File: src/rtl/pwm_capture.sv
// PWM capture: times the high phase and full period of an asynchronous PWM input
// and converts them to a 10-bit duty value with a sequential restoring divider.
module pwm_capture #(
    parameter int CNT_W = 16
) (
    input  logic             clk,
    input  logic             rst_n,
    input  logic             pwm_in,
    output logic [9:0]       duty,
    output logic [CNT_W-1:0] period,
    output logic [CNT_W-1:0] high_time,
    output logic             valid,
    output logic             stuck,
    output logic             overrun
);

    localparam logic [CNT_W-1:0] MAX  = {CNT_W{1'b1}};
    localparam logic [CNT_W-1:0] ZERO = {CNT_W{1'b0}};
    localparam logic [CNT_W-1:0] ONE  = {{(CNT_W-1){1'b0}}, 1'b1};

    typedef enum logic [1:0] {
        ST_IDLE = 2'd0,
        ST_HIGH = 2'd1,
        ST_LOW  = 2'd2
    } state_t;

    state_t           state_r;
    logic [2:0]       sync_r;
    logic [CNT_W-1:0] cnt_r;
    logic [CNT_W-1:0] h_r;
    logic [CNT_W-1:0] rem_r;
    logic [CNT_W-1:0] div_p_r;
    logic [CNT_W-1:0] div_h_r;
    logic [8:0]       quo_r;
    logic [3:0]       div_cnt_r;

    logic [9:0]       duty_r;
    logic [CNT_W-1:0] period_r;
    logic [CNT_W-1:0] high_r;
    logic             valid_r;
    logic             stuck_r;
    logic             overrun_r;

    logic             rise_s;
    logic             fall_s;
    logic             cnt_max_s;
    logic             busy_s;
    logic             div_done_s;
    logic             launch_s;
    logic [CNT_W:0]   rem_sh_s;
    logic [CNT_W:0]   rem_dif_s;
    logic [CNT_W-1:0] rem_nxt_s;
    logic [9:0]       quo_nxt_s;

    assign rise_s     = sync_r[1] & ~sync_r[2];
    assign fall_s     = ~sync_r[1] & sync_r[2];
    assign cnt_max_s  = (cnt_r == MAX);
    assign busy_s     = (div_cnt_r != 4'd0);
    assign div_done_s = (div_cnt_r == 4'd1);
    assign launch_s   = (state_r == ST_LOW) && rise_s && !cnt_max_s && !busy_s;

    assign duty      = duty_r;
    assign period    = period_r;
    assign high_time = high_r;
    assign valid     = valid_r;
    assign stuck     = stuck_r;
    assign overrun   = overrun_r;

    // Three-flop synchroniser; the last two stages feed edge detection.
    always_ff @(posedge clk or negedge rst_n) begin
        if (!rst_n) begin
            sync_r <= 3'b000;
        end else begin
            sync_r <= {sync_r[1:0], pwm_in};
        end
    end

    // Cycle counter since the last rising edge, saturating at MAX.
    always_ff @(posedge clk or negedge rst_n) begin
        if (!rst_n) begin
            cnt_r <= ZERO;
        end else if (rise_s) begin
            cnt_r <= ONE;
        end else if (!cnt_max_s) begin
            cnt_r <= cnt_r + ONE;
        end
    end

    // One restoring-division step; the borrow bit of the trial subtraction decides the quotient bit.
    always_comb begin
        rem_sh_s  = {rem_r, 1'b0};
        rem_dif_s = rem_sh_s - {1'b0, div_p_r};
        if (!rem_dif_s[CNT_W]) begin
            rem_nxt_s = rem_dif_s[CNT_W-1:0];
            quo_nxt_s = {quo_r, 1'b1};
        end else begin
            rem_nxt_s = rem_sh_s[CNT_W-1:0];
            quo_nxt_s = {quo_r, 1'b0};
        end
    end

    // Divider sequencing: ten iterations after launch, one per cycle.
    always_ff @(posedge clk or negedge rst_n) begin
        if (!rst_n) begin
            rem_r     <= ZERO;
            div_p_r   <= ZERO;
            div_h_r   <= ZERO;
            quo_r     <= 9'd0;
            div_cnt_r <= 4'd0;
        end else if (launch_s) begin
            rem_r     <= h_r;
            div_p_r   <= cnt_r;
            div_h_r   <= h_r;
            quo_r     <= 9'd0;
            div_cnt_r <= 4'd10;
        end else if (busy_s) begin
            rem_r     <= rem_nxt_s;
            quo_r     <= quo_nxt_s[8:0];
            div_cnt_r <= div_cnt_r - 4'd1;
        end
    end

    // Measurement FSM with registered result, status and pulse outputs.
    always_ff @(posedge clk or negedge rst_n) begin
        if (!rst_n) begin
            state_r   <= ST_IDLE;
            h_r       <= ZERO;
            duty_r    <= 10'd0;
            period_r  <= ZERO;
            high_r    <= ZERO;
            valid_r   <= 1'b0;
            stuck_r   <= 1'b0;
            overrun_r <= 1'b0;
        end else begin
            valid_r   <= 1'b0;
            overrun_r <= 1'b0;
            if (div_done_s) begin
                duty_r   <= quo_nxt_s;
                period_r <= div_p_r;
                high_r   <= div_h_r;
                valid_r  <= 1'b1;
                stuck_r  <= 1'b0;
            end
            case (state_r)
                ST_IDLE: begin
                    if (rise_s) begin
                        state_r <= ST_HIGH;
                    end
                end
                ST_HIGH: begin
                    if (cnt_max_s) begin
                        state_r  <= ST_IDLE;
                        duty_r   <= 10'd1023;
                        period_r <= MAX;
                        high_r   <= MAX;
                        valid_r  <= 1'b1;
                        stuck_r  <= 1'b1;
                    end else if (fall_s) begin
                        h_r     <= cnt_r;
                        state_r <= ST_LOW;
                    end
                end
                ST_LOW: begin
                    if (cnt_max_s) begin
                        state_r  <= ST_IDLE;
                        duty_r   <= 10'd0;
                        period_r <= MAX;
                        high_r   <= ZERO;
                        valid_r  <= 1'b1;
                        stuck_r  <= 1'b1;
                    end else if (rise_s) begin
                        state_r <= ST_HIGH;
                        if (busy_s) begin
                            overrun_r <= 1'b1;
                        end
                    end
                end
                default: begin
                    state_r <= ST_IDLE;
                end
            endcase
        end
    end

endmodule

File: config.mk
export PLATFORM = sky130hd
export DESIGN_NAME = pwm_capture
export DESIGN_NICKNAME = d
export VERILOG_FILES = /design/src/rtl/pwm_capture.sv
export SDC_FILE = /design/constraint.sdc
export NUM_CORES = 1
export LEC_CHECK = 0
export CORE_MARGIN = 2
export CORE_UTILIZATION = 24
export DETAILED_ROUTE_END_ITERATION = 8
export PLACE_DENSITY_LB_ADDON = 0.2
export SLEW_MARGIN = 30
export SYNTH_ARGS = -nofsm -noshare
export SYNTH_HDL_FRONTEND = slang
export SYNTH_SLANG_ARGS = --single-unit
export TNS_END_PERCENT = 50
File: constraint.sdc
create_clock -name clk -period 2.8 [get_ports clk]
set_input_delay 0.84 -clock clk [delete_from_list [all_inputs] [get_ports clk]]
set_output_delay 0.84 -clock clk [all_outputs]
set_load 0.02 [all_outputs]
==> flow_summary.toml <==
[placement]
place_congestion = 0.862
dpl_worst_slack_ns = 0.251
placed_cell_area_um2 = 7880
io_buffers = 47
dp.final_hpwl_um = 13000

[detailed_routing]
wl_per_cell_um = 17.0
top_layer = "met4"
viasPerCell = 4.54
met1_length_um = 9800
vias = 4921
totalWireLength_um = 18500
drc = 0
met3WireLength_um = 577
firstDrtPassIters = 4
ant_nets = 0
drtIter0Drc = 280
route.met2.wl_um = 7970

[clock_network]
clock-sinks = 143
clkLatencyLatePin_ns = 0.43
numCtsBuffers = 17
ctsHtreeMaxLevel = 4
clkTransAtPathRegs_ns = 0.07
post_cts.repair.setup_buffers = 0
ctsResizeCount = 0
clock_path_buffers = 2
cts_tree = "yes"
cts.hold.buffers_added = 0
root_buffer = "clkbuf_16"

[floorplanning]
die_w_um = 173
core_area_um2 = 28500
start_util = 0.242
die_area_um2 = 30100
ios = 48
rows = 62
die_h_um = 173

[setup_path]
critPathCaptureType = "flip-flop"
critical_path.max_stage_delay_ns = 0.42
cp.arrival_ns = 2.99
start_kind = "flip-flop"
crit_family = "compound AO/OA/AOI/OAI gates"
worstPathRequired_ns = 3.16
crit_buf_inv = 1
worstSetupPathType = "flip-flop to flip-flop"
cp_cell_sequence = "ha_1 > nor2b_1 > o31ai_1 > a21oi_1 > o21ai_2 > xor2_2 > nor2_1 > buf_4 > a21o_1"
slowest_stage = "nor2_1"
worst-path-max-fanout = 5

[final_layout]
final_cell_mix = "dfrtp_1, nor2_1, nand2_1"
final_util = 0.298
drive_above_1_share = 0.175
seqCellArea_um2 = 3580
multi_input_area_um2 = 3030
n_antenna_cell = 0
fillerInstances = 2972
fin_area_um2 = 8500
final_common_cell = "dfrtp_1"
syn2layout_area_growth_pct = 23.3
num-nets-final = 715

[synthesis]
syn_area_per_cell_um2 = 11.0
syn_nets = 652
synth_seq_cells = 143
synthTopCellsByArea = "dfrtp_1, mux2_2, ha_1"
ys_types = 59
synth_edf_count = 0
synthArstFlopShare = 1.00
syn_inst = 625
synth_flop_cell = "dfrtp_1"
ys_warn_count = 0
synth_top_area_frac = 0.519
synth_seq_area_share = 0.519
synth_area_um2 = 6890
synth_area_leader_cell = "dfrtp_1"

[global_route]
grt_pass1_wl_um = 30400
grt_usage = 0.131
antenna_found_initial = 0
grt-ovfl-total = 0
grt_pass1_vias = 5098
grt_max_degree = 60

[timing]
slew_violations = 0
finalWorstSetupSlack_ns = 0.171
setup_violations = 0
finalSetupTns_ns = 0
finalHoldViolCount = 0
finalCriticalPeriod_ns = 2.63
worst_hold_slack_ns = 0.306
rsz0062_at_grt = "no"
fin_skew_ns = 0.0142
maxSlewHeadroom = 0.672
fmax_mhz = 380
finalCritPeriodShare = 0.939
worst_slew_pin_slew_ns = 0.490

[pwr]
peakVddDrop_uv = 579
p_leak_nw = 3.73
p_per_area_nw_per_um2 = 1160

[outcome]
status = "finished, final reports clean"

[flow_run]
max_cap_violations = 0

[hold_path]
min_path_type = "input pin to async pin"
[per-stage QoR]
| step | cells | power, W |
|---|---|---|
| 2_1_floorplan | 625 | 0.00596 |
| 3_3_place_gp | 1053 | 0.00749 |
| 3_5_place_dp | 1053 | 0.00748 |
| 4_1_cts | 1085 | 0.00992 |
| 5_1_grt | 1085 | 0.0106 |
| 6_report | 1085 | 0.00984 |
[power breakdown]
group / switching (W) / leakage (nW) / total, W / internal [W]
Clock: 0.000983 / 0.297 / 0.00240 / 0.00142
Combinational: 0.00236 / 1.56 / 0.00434 / 0.00197
Sequential: 0.000475 / 1.88 / 0.00310 / 0.00263
[path summary, 6_finish.rpt]
| path | startpoint | end | slack, ns | cells past startpoint |
|---|---|---|---|---|
| max | rem_r[1] | quo_r[0] | 0.17 | 9 |
| min | rst_n | duty[2] | 0.31 | 1 |
| max reg2reg | rem_r[1] | quo_r[0] | 0.17 | 9 |
| min reg2reg | sync_r[0] | sync_r[1] | 0.35 | 0 |
| max in group asynchronous | rst_n | period[10] | 1.81 | 2 |
| min in group clk | sync_r[0] | sync_r[1] | 0.35 | 0 |
[Yosys cell counts (3+ instances only)]
| library cell | count |
|---|---|
| a21o_1 | 4 |
| a21oi_1 | 28 |
| a21oi_2 | 3 |
| a221o_1 | 3 |
| a22oi_1 | 4 |
| a31oi_1 | 5 |
| and3_1 | 6 |
| buf_2 | 6 |
| buf_4 | 5 |
| buf_6 | 10 |
| clkbuf_1 | 8 |
| dfrtp_1 | 143 |
| ha_1 | 23 |
| inv_1 | 22 |
| mux2_2 | 46 |
| mux2i_1 | 13 |
| nand2_1 | 48 |
| nand2_4 | 3 |
| nand2b_1 | 3 |
| nand3_1 | 25 |
| nor2_1 | 56 |
| nor2b_1 | 5 |
| nor3_1 | 6 |
| o211ai_1 | 11 |
| o21a_1 | 4 |
| o21ai_0 | 27 |
| o22a_1 | 16 |
| o22ai_1 | 28 |
| o31ai_1 | 3 |
| or3_1 | 8 |
| xnor2_1 | 9 |
| xor2_1 | 12 |
[layout make-up]
| class | instances | share of cell area |
|---|---|---|
| tap | 384 | 0.0565 |
| inverter | 22 | 0.00972 |
| timing repair buffer | 73 | 0.0844 |
| sequential | 143 | 0.421 |
| multi-input combinational | 431 | 0.357 |
| clock buffer | 18 | 0.0505 |
| clock inverter | 14 | 0.0212 |
[per-layer routing]
metal | track usage | up-vias
li1 | - | 2392
met1 | 0.197 | 2448
met2 | 0.188 | 75
met3 | 0.0292 | 6
met4 | 0.0328 | 0
met5 | 0 | -
[state kept, by name, indices dropped and copies added, names as in the netlist, 2 cells and up]
register	count
h_r	16
high_time	16
quo_r	9
sync_r	3
div_h_r	16
div_p_r	16
rem_r	16
div_cnt_r	4
duty	10
cnt_r	16
period	16
state_r	2
[cell families after synthesis]
logic type / share of synthesized area
buffers and inverters: 0.0425
adder cells (fa/ha/maj): 0.0446
XOR/XNOR: 0.0290
AO/OA/AOI/OAI: 0.140
flip-flops: 0.519
multiplexers: 0.0940
AND/OR/NAND/NOR: 0.130
Power figures use the tool's default switching activity.
